--- src/rtl/mmio_uart_tx_pkg.sv ---
// Shared definitions for the memory-mapped UART transmitter: FSM states,
// register offsets and STATUS bit positions.
package mmio_uart_tx_pkg;

  typedef enum logic [2:0] {
    S_IDLE   = 3'd0,
    S_START  = 3'd1,
    S_DATA   = 3'd2,
`ifdef UART_PARITY_EN
    S_PARITY = 3'd3,
`endif
    S_STOP   = 3'd4
  } uart_state_e;

  localparam logic [31:0] TXDATA_OFS = 32'h0000_0000;
  localparam logic [31:0] STATUS_OFS = 32'h0000_0004;

  localparam int STATUS_FULL_BIT = 0;
  localparam int STATUS_BUSY_BIT = 1;
  localparam int STATUS_OVF_BIT  = 2;
  localparam int STATUS_PAR_BIT  = 3;

`ifdef UART_PARITY_EN
  localparam logic PARITY_EN = 1'b1;
`else
  localparam logic PARITY_EN = 1'b0;
`endif

  function automatic logic even_parity(input logic [7:0] b);
    return ^b;
  endfunction

endpackage

--- src/rtl/mmio_uart_tx_if.sv ---
// Data-bus view of the UART: the core drives stores/addresses (master),
// the UART answers with combinational read data (slave).
interface mmio_uart_tx_if;
  logic        mem_write;
  logic [31:0] addr;
  logic [31:0] write_data;
  logic [31:0] read_data;

  modport master (output mem_write, output addr, output write_data, input read_data);
  modport slave  (input mem_write, input addr, input write_data, output read_data);
endinterface

--- src/rtl/mmio_uart_tx_sync_fifo.sv ---
// Small synchronous FIFO with first-word fall-through read data; a push into
// a full FIFO is only taken when a pop frees a slot in the same cycle.
module sync_fifo #(
  parameter int WIDTH = 8,
  parameter int DEPTH = 4
) (
  input  logic                     clk,
  input  logic                     reset,
  input  logic                     push,
  input  logic                     pop,
  input  logic [WIDTH-1:0]         wr_data,
  output logic [WIDTH-1:0]         rd_data,
  output logic                     full,
  output logic                     empty,
  output logic [$clog2(DEPTH):0]   count
);
  localparam int AW = $clog2(DEPTH);

  logic [WIDTH-1:0] mem [DEPTH];
  logic [AW-1:0]    wr_ptr;
  logic [AW-1:0]    rd_ptr;
  logic             do_push;
  logic             do_pop;

  assign full    = (count == (AW+1)'(DEPTH));
  assign empty   = (count == '0);
  assign do_pop  = pop && !empty;
  assign do_push = push && (!full || do_pop);
  assign rd_data = mem[rd_ptr];

  always_ff @(posedge clk) begin
    if (do_push) mem[wr_ptr] <= wr_data;
  end

  always_ff @(posedge clk or negedge reset) begin
    if (!reset) begin
      wr_ptr <= '0;
      rd_ptr <= '0;
      count  <= '0;
    end else begin
      if (do_push) wr_ptr <= wr_ptr + 1'b1;
      if (do_pop)  rd_ptr <= rd_ptr + 1'b1;
      case ({do_push, do_pop})
        2'b10:   count <= count + 1'b1;
        2'b01:   count <= count - 1'b1;
        default: count <= count;
      endcase
    end
  end
endmodule

--- src/rtl/mmio_uart_tx.sv ---
// Memory-mapped UART transmitter (8N1; 8E1 when UART_PARITY_EN is defined).
// Stores to TXDATA queue a byte, STATUS reports {PAR, overflow, busy, full}.
module mmio_uart_tx
  import mmio_uart_tx_pkg::*;
#(
  parameter logic [31:0] BASE_ADDR    = 32'h0000_1000,
  parameter int          CLKS_PER_BIT = 16,
  parameter int          FIFO_DEPTH   = 4
) (
  input  logic            clk,
  input  logic            reset,
  mmio_uart_tx_if.slave   bus,
  output logic            tx,
  output logic            busy
);
  localparam int                BW          = (CLKS_PER_BIT > 2) ? $clog2(CLKS_PER_BIT) : 1;
  localparam logic [BW-1:0]     BAUD_LAST   = BW'(CLKS_PER_BIT - 1);
  localparam logic [31:0]       TXDATA_ADDR = BASE_ADDR + TXDATA_OFS;
  localparam logic [31:0]       STATUS_ADDR = BASE_ADDR + STATUS_OFS;

  uart_state_e   state, state_d;
  logic [BW-1:0] baud, baud_d;
  logic [2:0]    bit_idx, bit_d;
  logic [7:0]    shift, shift_d;
  logic          tx_d;
  logic          busy_d;
  logic          overflow;
  logic          pop;
  logic          bit_end;
  logic          wr_tx;
  logic          wr_status;
  logic          push_ok;
  logic          fifo_full;
  logic          fifo_empty;
  logic [7:0]    fifo_data;
  logic [$clog2(FIFO_DEPTH):0] fifo_count;
  logic          unused_bits;
`ifdef UART_PARITY_EN
  logic          par_bit, par_d;
`endif

  assign unused_bits = ^bus.write_data[31:8];
  assign wr_tx       = bus.mem_write && (bus.addr == TXDATA_ADDR);
  assign wr_status   = bus.mem_write && (bus.addr == STATUS_ADDR);
  assign push_ok     = wr_tx && (!fifo_full || pop);
  assign bit_end     = (baud == BAUD_LAST);

  sync_fifo #(.WIDTH(8), .DEPTH(FIFO_DEPTH)) u_fifo (
    .clk     (clk),
    .reset   (reset),
    .push    (wr_tx),
    .pop     (pop),
    .wr_data (bus.write_data[7:0]),
    .rd_data (fifo_data),
    .full    (fifo_full),
    .empty   (fifo_empty),
    .count   (fifo_count)
  );

  always_comb begin
    bus.read_data = '0;
    if (bus.addr == STATUS_ADDR) begin
      bus.read_data[STATUS_FULL_BIT] = fifo_full;
      bus.read_data[STATUS_BUSY_BIT] = busy;
      bus.read_data[STATUS_OVF_BIT]  = overflow;
      bus.read_data[STATUS_PAR_BIT]  = PARITY_EN;
    end
  end

  // Next-state logic: a pop reloads the shifter and starts a frame at once,
  // so back-to-back frames leave no idle bit between STOP and START.
  always_comb begin
    state_d = state;
    baud_d  = baud;
    bit_d   = bit_idx;
    shift_d = shift;
    tx_d    = tx;
    pop     = 1'b0;
`ifdef UART_PARITY_EN
    par_d   = par_bit;
`endif
    if (state != S_IDLE) baud_d = bit_end ? '0 : baud + 1'b1;
    case (state)
      S_IDLE: begin
        if (!fifo_empty) begin
          pop     = 1'b1;
          state_d = S_START;
          shift_d = fifo_data;
          baud_d  = '0;
          tx_d    = 1'b0;
`ifdef UART_PARITY_EN
          par_d   = even_parity(fifo_data);
`endif
        end
      end
      S_START: begin
        if (bit_end) begin
          state_d = S_DATA;
          tx_d    = shift[0];
          shift_d = shift >> 1;
          bit_d   = 3'd0;
        end
      end
      S_DATA: begin
        if (bit_end) begin
          if (bit_idx == 3'd7) begin
`ifdef UART_PARITY_EN
            state_d = S_PARITY;
            tx_d    = par_bit;
`else
            state_d = S_STOP;
            tx_d    = 1'b1;
`endif
          end else begin
            tx_d    = shift[0];
            shift_d = shift >> 1;
            bit_d   = bit_idx + 3'd1;
          end
        end
      end
`ifdef UART_PARITY_EN
      S_PARITY: begin
        if (bit_end) begin
          state_d = S_STOP;
          tx_d    = 1'b1;
        end
      end
`endif
      S_STOP: begin
        if (bit_end) begin
          if (!fifo_empty) begin
            pop     = 1'b1;
            state_d = S_START;
            shift_d = fifo_data;
            tx_d    = 1'b0;
`ifdef UART_PARITY_EN
            par_d   = even_parity(fifo_data);
`endif
          end else begin
            state_d = S_IDLE;
            tx_d    = 1'b1;
          end
        end
      end
      default: begin
        state_d = S_IDLE;
        tx_d    = 1'b1;
      end
    endcase
    busy_d = (state_d != S_IDLE) || (fifo_count != '0) || push_ok;
  end

  always_ff @(posedge clk or negedge reset) begin
    if (!reset) begin
      state    <= S_IDLE;
      baud     <= '0;
      bit_idx  <= '0;
      shift    <= '0;
      tx       <= 1'b1;
      busy     <= 1'b0;
      overflow <= 1'b0;
`ifdef UART_PARITY_EN
      par_bit  <= 1'b0;
`endif
    end else begin
      state    <= state_d;
      baud     <= baud_d;
      bit_idx  <= bit_d;
      shift    <= shift_d;
      tx       <= tx_d;
      busy     <= busy_d;
`ifdef UART_PARITY_EN
      par_bit  <= par_d;
`endif
      if (wr_status) overflow <= 1'b0;
      else if (wr_tx && fifo_full && !pop) overflow <= 1'b1;
    end
  end
endmodule
--- src/flat_wrapper.sv ---
// flat-port wrapper written by rule: the top's interface ports become plain ports
module mmio_uart_tx_flat import mmio_uart_tx_pkg::*;
#(
  parameter logic [31:0] BASE_ADDR    = 32'h0000_1000,
  parameter int          CLKS_PER_BIT = 16,
  parameter int          FIFO_DEPTH   = 4
)
  (clk, reset, tx, busy, bus_mem_write, bus_addr, bus_write_data, bus_read_data);
  mmio_uart_tx_if bus_i ();
  input  logic clk;
  input  logic reset;
  output logic tx;
  output logic busy;
  input wire logic [$bits(bus_i.mem_write)-1:0] bus_mem_write;
  input wire logic [$bits(bus_i.addr)-1:0] bus_addr;
  input wire logic [$bits(bus_i.write_data)-1:0] bus_write_data;
  output wire logic [$bits(bus_i.read_data)-1:0] bus_read_data;
  assign bus_i.mem_write = bus_mem_write;
  assign bus_i.addr = bus_addr;
  assign bus_i.write_data = bus_write_data;
  assign bus_read_data = bus_i.read_data;
  mmio_uart_tx #(.BASE_ADDR(BASE_ADDR), .CLKS_PER_BIT(CLKS_PER_BIT), .FIFO_DEPTH(FIFO_DEPTH)) u_core (.clk(clk), .reset(reset), .bus(bus_i), .tx(tx), .busy(busy));
endmodule
--- config.mk ---
export PLATFORM = sky130hd
export DESIGN_NAME = mmio_uart_tx_flat
export DESIGN_NICKNAME = d
export VERILOG_FILES = /design/src/rtl/mmio_uart_tx_pkg.sv /design/src/rtl/mmio_uart_tx_if.sv /design/src/rtl/mmio_uart_tx_sync_fifo.sv /design/src/rtl/mmio_uart_tx.sv /design/src/flat_wrapper.sv
export SDC_FILE = /design/constraint.sdc
export NUM_CORES = 1
export LEC_CHECK = 0
export CORE_ASPECT_RATIO = 2
export CORE_UTILIZATION = 45
export CTS_CLUSTER_DIAMETER = 30
export DETAILED_ROUTE_END_ITERATION = 7
export GPL_TIMING_DRIVEN = 0
export PLACE_DENSITY_LB_ADDON = 0.08
export SLEW_MARGIN = 20
export SYNTH_ARGS = -nofsm -noshare
export SYNTH_HDL_FRONTEND = slang
export SYNTH_SLANG_ARGS = --single-unit
--- constraint.sdc ---
create_clock -name clk -period 3.45 [get_ports clk]
set_input_delay 0.69 -clock clk [delete_from_list [all_inputs] [get_ports clk]]
set_output_delay 0.69 -clock clk [all_outputs]
set_load 0.01 [all_outputs]
* After elaboration in Yosys (flattened, before gate mapping)
Memory sizes are Yosys's and may differ from the RTL's.
Index checks and enable logic that the tools add are counted.
W data, S select, Z words.
** Cells by class
- $mul :: 0
- Divide/modulo/power cells :: 0
- Order comparisons :: 0
- Reduce and logical (&&, ||, !) cells :: 26
- Bitwise operators :: 0
- Shift-type cells :: 0
- Multiplexer cells :: 37
- $add $sub $neg :: 6
- Equal/unequal tests :: 15
** Operators by type and width (count)
- $eq A32 B13 Y1 const B :: 2
- $mux W8 :: 5
- $pmux W8 S4 :: 1
- $mux W3 :: 9
- $mux W4 :: 4
- $mux W1 :: 13
- $pmux W3 S2 :: 2
- $pmux W3 S4 :: 1
- $eq A3 B3 Y1 const B :: 3
- $reduce_bool A3 Y1 :: 3
- $reduce_and A4 Y1 :: 2
- $logic_and A1 B1 Y1 :: 7
- $add A3 B1 Y3 const B :: 2
- $logic_not A3 Y1 :: 2
- $ne A2 B1 Y1 const B :: 3
- $reduce_bool A2 Y1 :: 3
- $reduce_and A5 Y1 :: 1
- $add A2 B1 Y2 const B :: 2
- $add A4 B1 Y4 const B :: 1
- $eq A4 B4 Y1 const B :: 1
- $logic_or A1 B1 Y1 :: 4
- $ne A2 B2 Y1 const B :: 2
- $pmux W1 S4 :: 1
- $reduce_bool A4 Y1 :: 1
- 7 further kinds :: 9
** Storage, ports and cells
- Memory bits (writable) :: 32
- Bits in latches :: 0
- Memory bits (read-only) :: 0
- Memories kept :: 1
- Input bits :: 67
- Flip-flop bits (word level) :: 28
- Logic and storage cells :: 95
- Output and inout port bits :: 34
** Memory list
- u_core.u_fifo.mem :: words 4, width 8, read ports 1, clocked after memory_dff 0, write ports 1, line mmio_uart_tx_sync_fifo.sv:19 : logic [WIDTH-1:0] mem [DEPTH];

* Depth between registers and ports, before layout
- Word-level depth :: 9
- Gate-level depth with buffers :: 12
- Depth with buffers taken out :: 12

* Cells and area by module
From an unflattened synthesis, not the netlist that was laid out.
** Unflattened totals
- Cells, all modules :: 250
- Area total of the unflattened synthesis :: 3198.1 um^2
** Modules (own cells, without submodules)
- mmio_uart_tx :: area an instance 1610.3 um^2, cells each 170, seq. area each 526.8 um^2, times used 1
- sync_fifo :: area an instance 1587.8 um^2, cells each 80, seq. area each 1136.1 um^2, times used 1

* Least setup slack after synthesis
OpenSTA, ideal clock, no wires.
- Path kind :: input to register
- From :: in bus_addr[10]
- To :: reg u_core.u_fifo.count[2]
- Data required time :: 3.325 ns
- Setup slack :: 0.872 ns
- Setup time :: 0.125 ns
- Arrival :: 2.453 ns
- Path buffers :: 0
- Stages on the path :: 11
- Path through :: nor4b_1 -> nand4_1 -> nor2_1 -> and4bb_4 -> inv_1 -> ha_1 -> inv_1 -> fa_1 -> xor2_1 -> nor2_1 -> xor2_1
** Between the ends
- Longest elaborated chain between the ends :: 5
- Elaborated cells between the ends (all ways) :: 7
- Those cells by class :: eq/ne: 3; mux: 1; reduce/logical: 3
** RTL lines
- start: declaration :: line flat_wrapper.sv:15 : input wire logic [$bits(bus_i.addr)-1:0] bus_addr;
- $eq A32 B13 Y1 * :: line mmio_uart_tx.sv:43 : assign wr_tx = bus.mem_write && (bus.addr == TXDATA_ADDR);
- $logic_and A1 B1 Y1 * :: line mmio_uart_tx.sv:43
- $logic_and A1 B1 Y1 * :: line mmio_uart_tx_sync_fifo.sv:28 : assign do_push = push && (!full || do_pop);
- $eq A2 B1 Y1 or $eq A2 B2 Y1 (tied branches) :: line mmio_uart_tx_sync_fifo.sv:43 : case ({do_push, do_pop})
- $pmux W3 S2 or $reduce_bool A2 Y1 (tied branches)
- end signal: assignment :: line mmio_uart_tx_sync_fifo.sv:44 : 2'b10: count <= count + 1'b1;
- end signal: assignment :: line mmio_uart_tx_sync_fifo.sv:45 : 2'b01: count <= count - 1'b1;
- end signal: assignment :: line mmio_uart_tx_sync_fifo.sv:46 : default: count <= count;
- end: declaration :: line mmio_uart_tx_sync_fifo.sv:15 : output logic [$clog2(DEPTH):0] count
Every way passes the cells marked *; elsewhere a longest branch is shown, timed or not.
A chain may end at the register's enable or synchronous reset.

* Worst setup path after layout
- From :: in bus_addr[17]
- To :: out bus_read_data[1]
** Between the ends
- Longest elaborated chain between the ends :: 2
** RTL lines
- $eq A32 B13 Y1 :: line mmio_uart_tx.sv:62 : if (bus.addr == STATUS_ADDR) begin
- $mux W3 :: line mmio_uart_tx.sv:62
- end: declaration :: line flat_wrapper.sv:17 : output wire logic [$bits(bus_i.read_data)-1:0] bus_read_data;
No other way between the ends.

==> summary.md <==
| Metric | Value |
|---|---|
| Gate count of the mapped netlist | 233 |
| Post-DP HPWL | 4.34 mm |
| Final non-filler cell area | a little over 4000 um2 |
| Clock tree sinks | 60 |
| Final critical path time including I/O delays and setup | 3280 ps |
| Avg Cell Area, Syn | 13.4 um2 |
| Data required time at the worst endpoint | 2760 ps |
| RSZ-0062 raised after global routing | no |
| Post-synthesis register bit count | 60 |
| Cell Rows | 42 |
| Post-Syn Area | 3110 um2 |
| Iteration-0 DRC count of the detailed router | 89 |
| Highest fanout seen on the critical path | 7 |
| R2R cell count | 12 |
| Clock Skews | 5.78 ps |
| Most used DFF post-synth | sky130_fd_sc_hd__edfxtp_1 |
| CP max stage cell | sky130_fd_sc_hd__clkdlybuf4s50_1 |
| CP Cell Sequence | clkdlybuf4s50_1 > nor4_1 > nand4_1 > nor2_2 > and3_1 > clkdlybuf4s50_1 |
| Die area | 7270 um2 |
| Share of cells above drive strength 1 | 26.5% |
| Routed WL per cell | 14.3 um |
| Number of global-route vias before repair | roughly 2,100 |
| GRT Residual Overflow | 0 |
| Number of endpoints failing setup at the final stage | 0 |
| Tightest Hold Check Type | in2async |
| Register area share after synthesis | 53.4% |
| Warning count from the yosys run | 0 |
| Floorplan die width | between 60 and 70 um |
| Maximum buffer depth of the clock tree | 2 |
| Most prevalent standard cell on the critical path | sky130_fd_sc_hd__clkdlybuf4s50_1 |
| CTS H-tree depth | 3 |
| Effective utilization at floorplan | 46.6% |
| Tcrit/Tclk final | 95.1% |
| Most frequent cells in the layout | 46 x sky130_fd_sc_hd__clkdlybuf4s50_1, 32 x sky130_fd_sc_hd__edfxtp_1, 31 x sky130_fd_sc_hd__buf_4, 29 x sky130_fd_sc_hd__conb_1, 27 x sky130_fd_sc_hd__dfrtp_1 |
| First-pass GRT wire length | around 9.6 mm |
| CTS root buffer | sky130_fd_sc_hd__clkbuf_16 |
| Initial antenna violation count | 0 |
| Worst IR Drop VDD | 478 uV |
| Static power due to leakage | 0.00169 uW |
| Core area | ~6700 um2 |
| Synthesis-to-finish area growth | 32.4% |
| Hold-fix buffer count after cts | 0 |
| Final Hold Violating Endpoints | 0 |
| Buffers inserted during post-CTS setup optimization | 0 |
| Vias per inst | 4.85 |
| CP Capture Type | output pin |
| DRT antenna net count | 0 |
| Largest stage delay on the critical path | 560 ps |
| Worst-Margin Slew | about 640 ps |
| Number of remaining DRC errors | 0 |
| Aggregate global-route resource usage | 18.4% |
| Largest net degree at the start of global routing | 29 |
| Final worst-path setup slack | 168 ps |
| # port buffers | 47 |
| Number of ports placed on the die boundary | 101 |
| Worst setup SP type | primary input |
| Async set-or-reset flop fraction in the synthesized netlist | 46.7% |
| Library cells used by synthesis | 50 |
| Insertion delay to the later sink of the worst-skew pair | 330 ps |
| Total Wirelength | 5.89 mm |
| WS Path Type | in2out |
| Relative slew slack | 57.0% |
| Final-stage net count | 395 |
| Total via count after detailed routing | around 2,000 |
| Clock tree from TritonCTS | built |
| Number of diodes | 0 |
| Status | completed |
| Number of enable flip-flop cells after synthesis | 32 |
| Power density over the cells | between 600 and 700 nW/um2 |
| Placement-stage cell area | 3790 um2 |
| Final sum of negative setup slack | 0 ps |
| Highest achievable clock rate | 305 MHz |
| Max Slew Vio Count | 0 |
| Most common cell after layout, fill and taps aside | sky130_fd_sc_hd__clkdlybuf4s50_1 |
| Clock slew at reported path FFs | about 50 ps |
| Router iterations before antenna repair | 4 |
| Post-placement setup slack | 108 ps |
| Data arrival time of the worst path | 2590 ps |
| TritonCTS buffer count | 9 |
| Vert. Die Dim | 120 um |
| Number of max-capacitance violations reported | 0 |
| Placer's final routability congestion estimate | 0.846 |
==> cells in the mapped netlist, types with 2 or more instances <==
cell                       number  area [um2]
sky130_fd_sc_hd__a21oi_1        5        25.0
sky130_fd_sc_hd__mux2_4         8         120
sky130_fd_sc_hd__buf_4         31         233
sky130_fd_sc_hd__dfrtp_1       27         676
sky130_fd_sc_hd__edfxtp_1      32         961
sky130_fd_sc_hd__or3_1          2        12.5
sky130_fd_sc_hd__xnor2_1        3        26.3
sky130_fd_sc_hd__nor3_1         4        20.0
sky130_fd_sc_hd__inv_1          7        26.3
sky130_fd_sc_hd__a31oi_1        3        18.8
sky130_fd_sc_hd__o21ai_0        7        35.0
sky130_fd_sc_hd__nor4_1         7        43.8
sky130_fd_sc_hd__a22o_1         6        52.6
sky130_fd_sc_hd__and2_1         4        25.0
sky130_fd_sc_hd__xor2_1         3        26.3
sky130_fd_sc_hd__ha_1           8         100
sky130_fd_sc_hd__nand4_1        4        25.0
sky130_fd_sc_hd__nand2b_1       2        12.5
sky130_fd_sc_hd__mux4_2         8         180
sky130_fd_sc_hd__nor2_1        12        45.0
sky130_fd_sc_hd__buf_2          2        10.0
sky130_fd_sc_hd__clkbuf_1       2        7.51
sky130_fd_sc_hd__nand2_1        7        26.3
sky130_fd_sc_hd__and3_1         3        18.8
sky130_fd_sc_hd__o22ai_1        2        12.5
sky130_fd_sc_hd__nand3_1        2        10.0
sky130_fd_sc_hd__mux2_2         9         101
==> cell families (layout without fill, tap and decap cells) <==
logic type | after synthesis | after routing | share of synthesized area (%)
AOI/OAI and AO/OA | 34 | 34 | 8.73
xor gates and xnor gates | 6 | 6 | 1.69
adders and majority gates | 9 | 9 | 3.86
buffers and inverters | 44 | 107 | 9.13
DFF | 60 | 60 | 53.4
muxes | 27 | 27 | 13.6
other | 1 | 29 | 0.121
and+or+nand+nor | 52 | 52 | 9.45
==> routing by layer <==
metal,GRT usage (%),up-vias,share of wire (%)
li1,-,984,-
met1,18.6,957,36
met2,33.0,45,58
met3,4.63,14,3.2
met4,8.81,0,2.6
met5,0,-,0
==> flip-flops by register name, summed over array words and instances, names as in the netlist <==
name                  cells
u_core.busy               1
u_core.bit_idx            3
u_core.tx                 1
u_core.u_fifo.mem        32
u_core.u_fifo.count       3
u_core.baud               4
u_core.shift              8
u_core.u_fifo.wr_ptr      2
u_core.state              3
u_core.u_fifo.rd_ptr      2
u_core.overflow           1
==> report_power, final <==
part,total (uW),internal (uW),switching [uW]
Combinational,737,392,346
Clock,959,635,325
Sequential,887,838,48.6
Total,2580,1860,719
==> stage by stage <==
step | utilization, % | power (uW) | hold WS, ps | std cells
after floorplan | - | 1460 | 394 | 261
after global placement | 56.9 | 1620 | 487 | 396
after detailed placement | 56.8 | 1640 | 492 | 396
after CTS | 61.7 | 2600 | 421 | 412
after global routing | 61.7 | 2710 | 458 | 412
final | 61.7 | 2580 | 388 | 412
==> area by class of cell <==
| class | count | area (um2) |
|---|---|---|
| Fill cell | 553 | 2550 |
| Inverter | 8 | 30.0 |
| Sequential cell | 60 | 1660 |
| Timing Repair Buffer | 47 | 465 |
| Clock buffer | 9 | 225 |
| Buffer | 36 | 254 |
| Tap cell | 88 | 110 |
| Clock inverter | 7 | 100 |
| Multi-Input combinational cell | 157 | 1270 |
==> final timing paths <==
| kind | startpoint | slack, ps | end |
|---|---|---|---|
| worst min register to register | u_core.shift[7] | 510 | u_core.shift[7] |
| min in group clk | u_core.shift[7] | 510 | u_core.shift[7] |
| worst max register to register | u_core.baud[0] | 800 | u_core.u_fifo.count[2] |
| worst min-delay path | reset | 390 | u_core.busy |
| worst max-delay path | bus_addr[17] | 170 | bus_read_data[1] |
| max in group asynchronous | reset | 2640 | u_core.shift[6] |
==> worst max-delay path: cells and delay by family <==
kind / cells / cell delay (ps)
buffers and inverters: 2 / 990
and+or+nand+nor: 4 / 900
==> timing repair <==
item / in CTS / in global routing
endpoints found under the setup margin: 0 / 3
endpoints found under the hold margin: 0 / 0
gates resized for setup: 0 / 1
(Power assumes the default switching activity.)
==> RTL edit: new RTL, config.mk and constraints unchanged <==
Change the package constant `PARITY_EN` from 1'b0 to 1'b1.
--- a/src/rtl/mmio_uart_tx_pkg.sv
+++ b/src/rtl/mmio_uart_tx_pkg.sv
@@ -23,7 +23,7 @@
 `ifdef UART_PARITY_EN
   localparam logic PARITY_EN = 1'b1;
 `else
-  localparam logic PARITY_EN = 1'b0;
+  localparam logic PARITY_EN = 1'b1;
 `endif
 
   function automatic logic even_parity(input logic [7:0] b);
Check against the original RTL: not equivalent (a bounded check fails within 4 cycles, from zero or initial values and one cycle with reset low).
==> RTL edit against the unedited design <==
Final area down 1.6%; non-clock buffer count up 2; setup slack got worse by 0.019 ns; utilization about the same; synthesized cell count is 0.86% lower; sequential share of layout area increased by 0.65 points; first-iteration DRC count rose by 18%; total power is 4.4% lower; synthesized area fell by 2.7%; largest power group unchanged; sequential cell count unchanged; highest routed layer unchanged; count of clock-buffer cells in the layout rose by 2; combinational power down 11%; largest cell class unchanged; routed wire length increased by 2.5%.
==> RTL edit: results (changes against the unedited design) <==
[worst_setup_path]
critPathTopFamily=simple AND/OR/NAND/NOR gates
setup.worst_path.start=bus_addr[7]
worstPathMaxFanout=3  ; -4
cpPeakStageDelay_ns=0.53  ; -0.03 ns
crit_slowest_cell=clkdlybuf4s50_1

[pwr]
leakage_uw=0.00168  ; -0.58%
vdd_drop_max_v=0.000450  ; -5.9%
p_sw_share_pct=26.7  ; -1.1 points
clockPowerShare_pct=37.5  ; +0.4 points
p_comb_uw=656  ; -11%
p_seq_share_pct=35.9  ; +1.6 points

[clocking]
htree_levels=3  ; unchanged
clk_latency_ns=0.32
cts_made_buffers=9  ; unchanged
root_buffer=clkbuf_16
path_clk_slew_ns=0.05  ; about the same
clock_path_buffers=2  ; unchanged

[cells_and_area]
insertedDiodeCount=0  ; unchanged
final_layout_size_suffix_gt1_share_pct=25.6  ; -0.93 points
layout.nets=395  ; unchanged

[placed_design]
hpwlAfterDp_um=4570  ; +5.4%
port-buffer-count=48  ; +2.1%
gp_congestion=0.818  ; -3.3%

[status]
outcome=completed

[min_path]
hold_class=input pin to async pin

[global_route]
grt_usage_pct=19.6  ; +1.3 points
antenna_found_initial=0  ; unchanged
grt_pass1_wl_um=9850  ; +2.8%
grt_pass1_vias=2081  ; +0.92%

[synthesis]
synth_edf_count=32  ; unchanged
ys_types=46  ; -8.0%
synth_seq_area_share_pct=54.9  ; +1.5 points
synth_area_leaders=edfxtp_1, dfrtp_1, buf_4
synth_commonest_cells=edfxtp_1, buf_4, dfrtp_1
async_flop_share_pct=46.7  ; unchanged
yosys_warnings=0  ; unchanged
synth_top_area_share_pct=31.7  ; +0.84 points

[sta]
tightestPinTransition_ns=0.659  ; +0.0146 ns
skew_ns=0.00454  ; -0.00125 ns

[drt]
avgViaCountPerCell=4.89  ; +0.75%
dr.pass1.iters=4  ; unchanged
initialDrtViolationCount=105  ; +18%
wl_per_cell_um=14.7  ; +2.5%

==> RTL edit: layout make-up <==
type | count | area (µm²)
multi-input cells | 155 | 1210
inverters | 8 | 30.0
repair buffers | 50 | 490
fillers | 545 | 2510
clock inverters | 5 | 77.6
flip-flops and latches | 60 | 1660
plain buffers | 35 | 241
clock buffers | 11 | 233
well taps | 88 | 110
==> RTL edit: logic make-up (layout without fill, tap and decap cells) <==
family                   count (synthesis)  after routing  share of synthesized area, %
AO/OA/AOI/OAI                           33             33                          7.56
XOR/XNOR                                 6              6                          1.74
adder cells (fa/ha/maj)                  9              9                          3.97
buffers and inverters                   43            109                          8.96
flip-flops                              60             60                          54.9
multiplexers                            27             27                          13.1
other                                    1             28                         0.124
AND/OR/NAND/NOR                         52             52                          9.67
==> RTL edit: per-stage QoR <==
stage	worst slack (ns)	instance area, µm²	instances
floorplan	0.880	3130	258
global placement	-0.0519	3720	394
detailed placement	-0.0459	3720	394
CTS	0.0188	4030	410
global route	0.0211	4060	412
finish	0.149	4060	412
==> RTL edit: timing repair <==
item                       CTS  global route
setup buffers                0             2
setup endpoints to repair    1             1
pin swaps                    0             1
hold endpoints to repair     0             0
resized for setup            1             2
==> RTL edit: worst paths after layout <==
check	slack [ns]	to	cells after the start
min reg2reg	0.50	u_core.shift[3]	1
min	0.39	u_core.u_fifo.wr_ptr[0]	1
max reg2reg	0.66	u_core.u_fifo.count[2]	10
max in group asynchronous	2.63	u_core.bit_idx[1]	1
max	0.15	bus_read_data[0]	7
min in group clk	0.50	u_core.shift[3]	1
==> RTL edit: per-layer routing <==
metal	share of wire [%]	up-vias	GRT usage, %
li1	-	983	-
met1	36	968	19.6
met2	57	47	34.2
met3	3.2	17	5.16
met4	3.5	0	11.6
met5	0	-	0
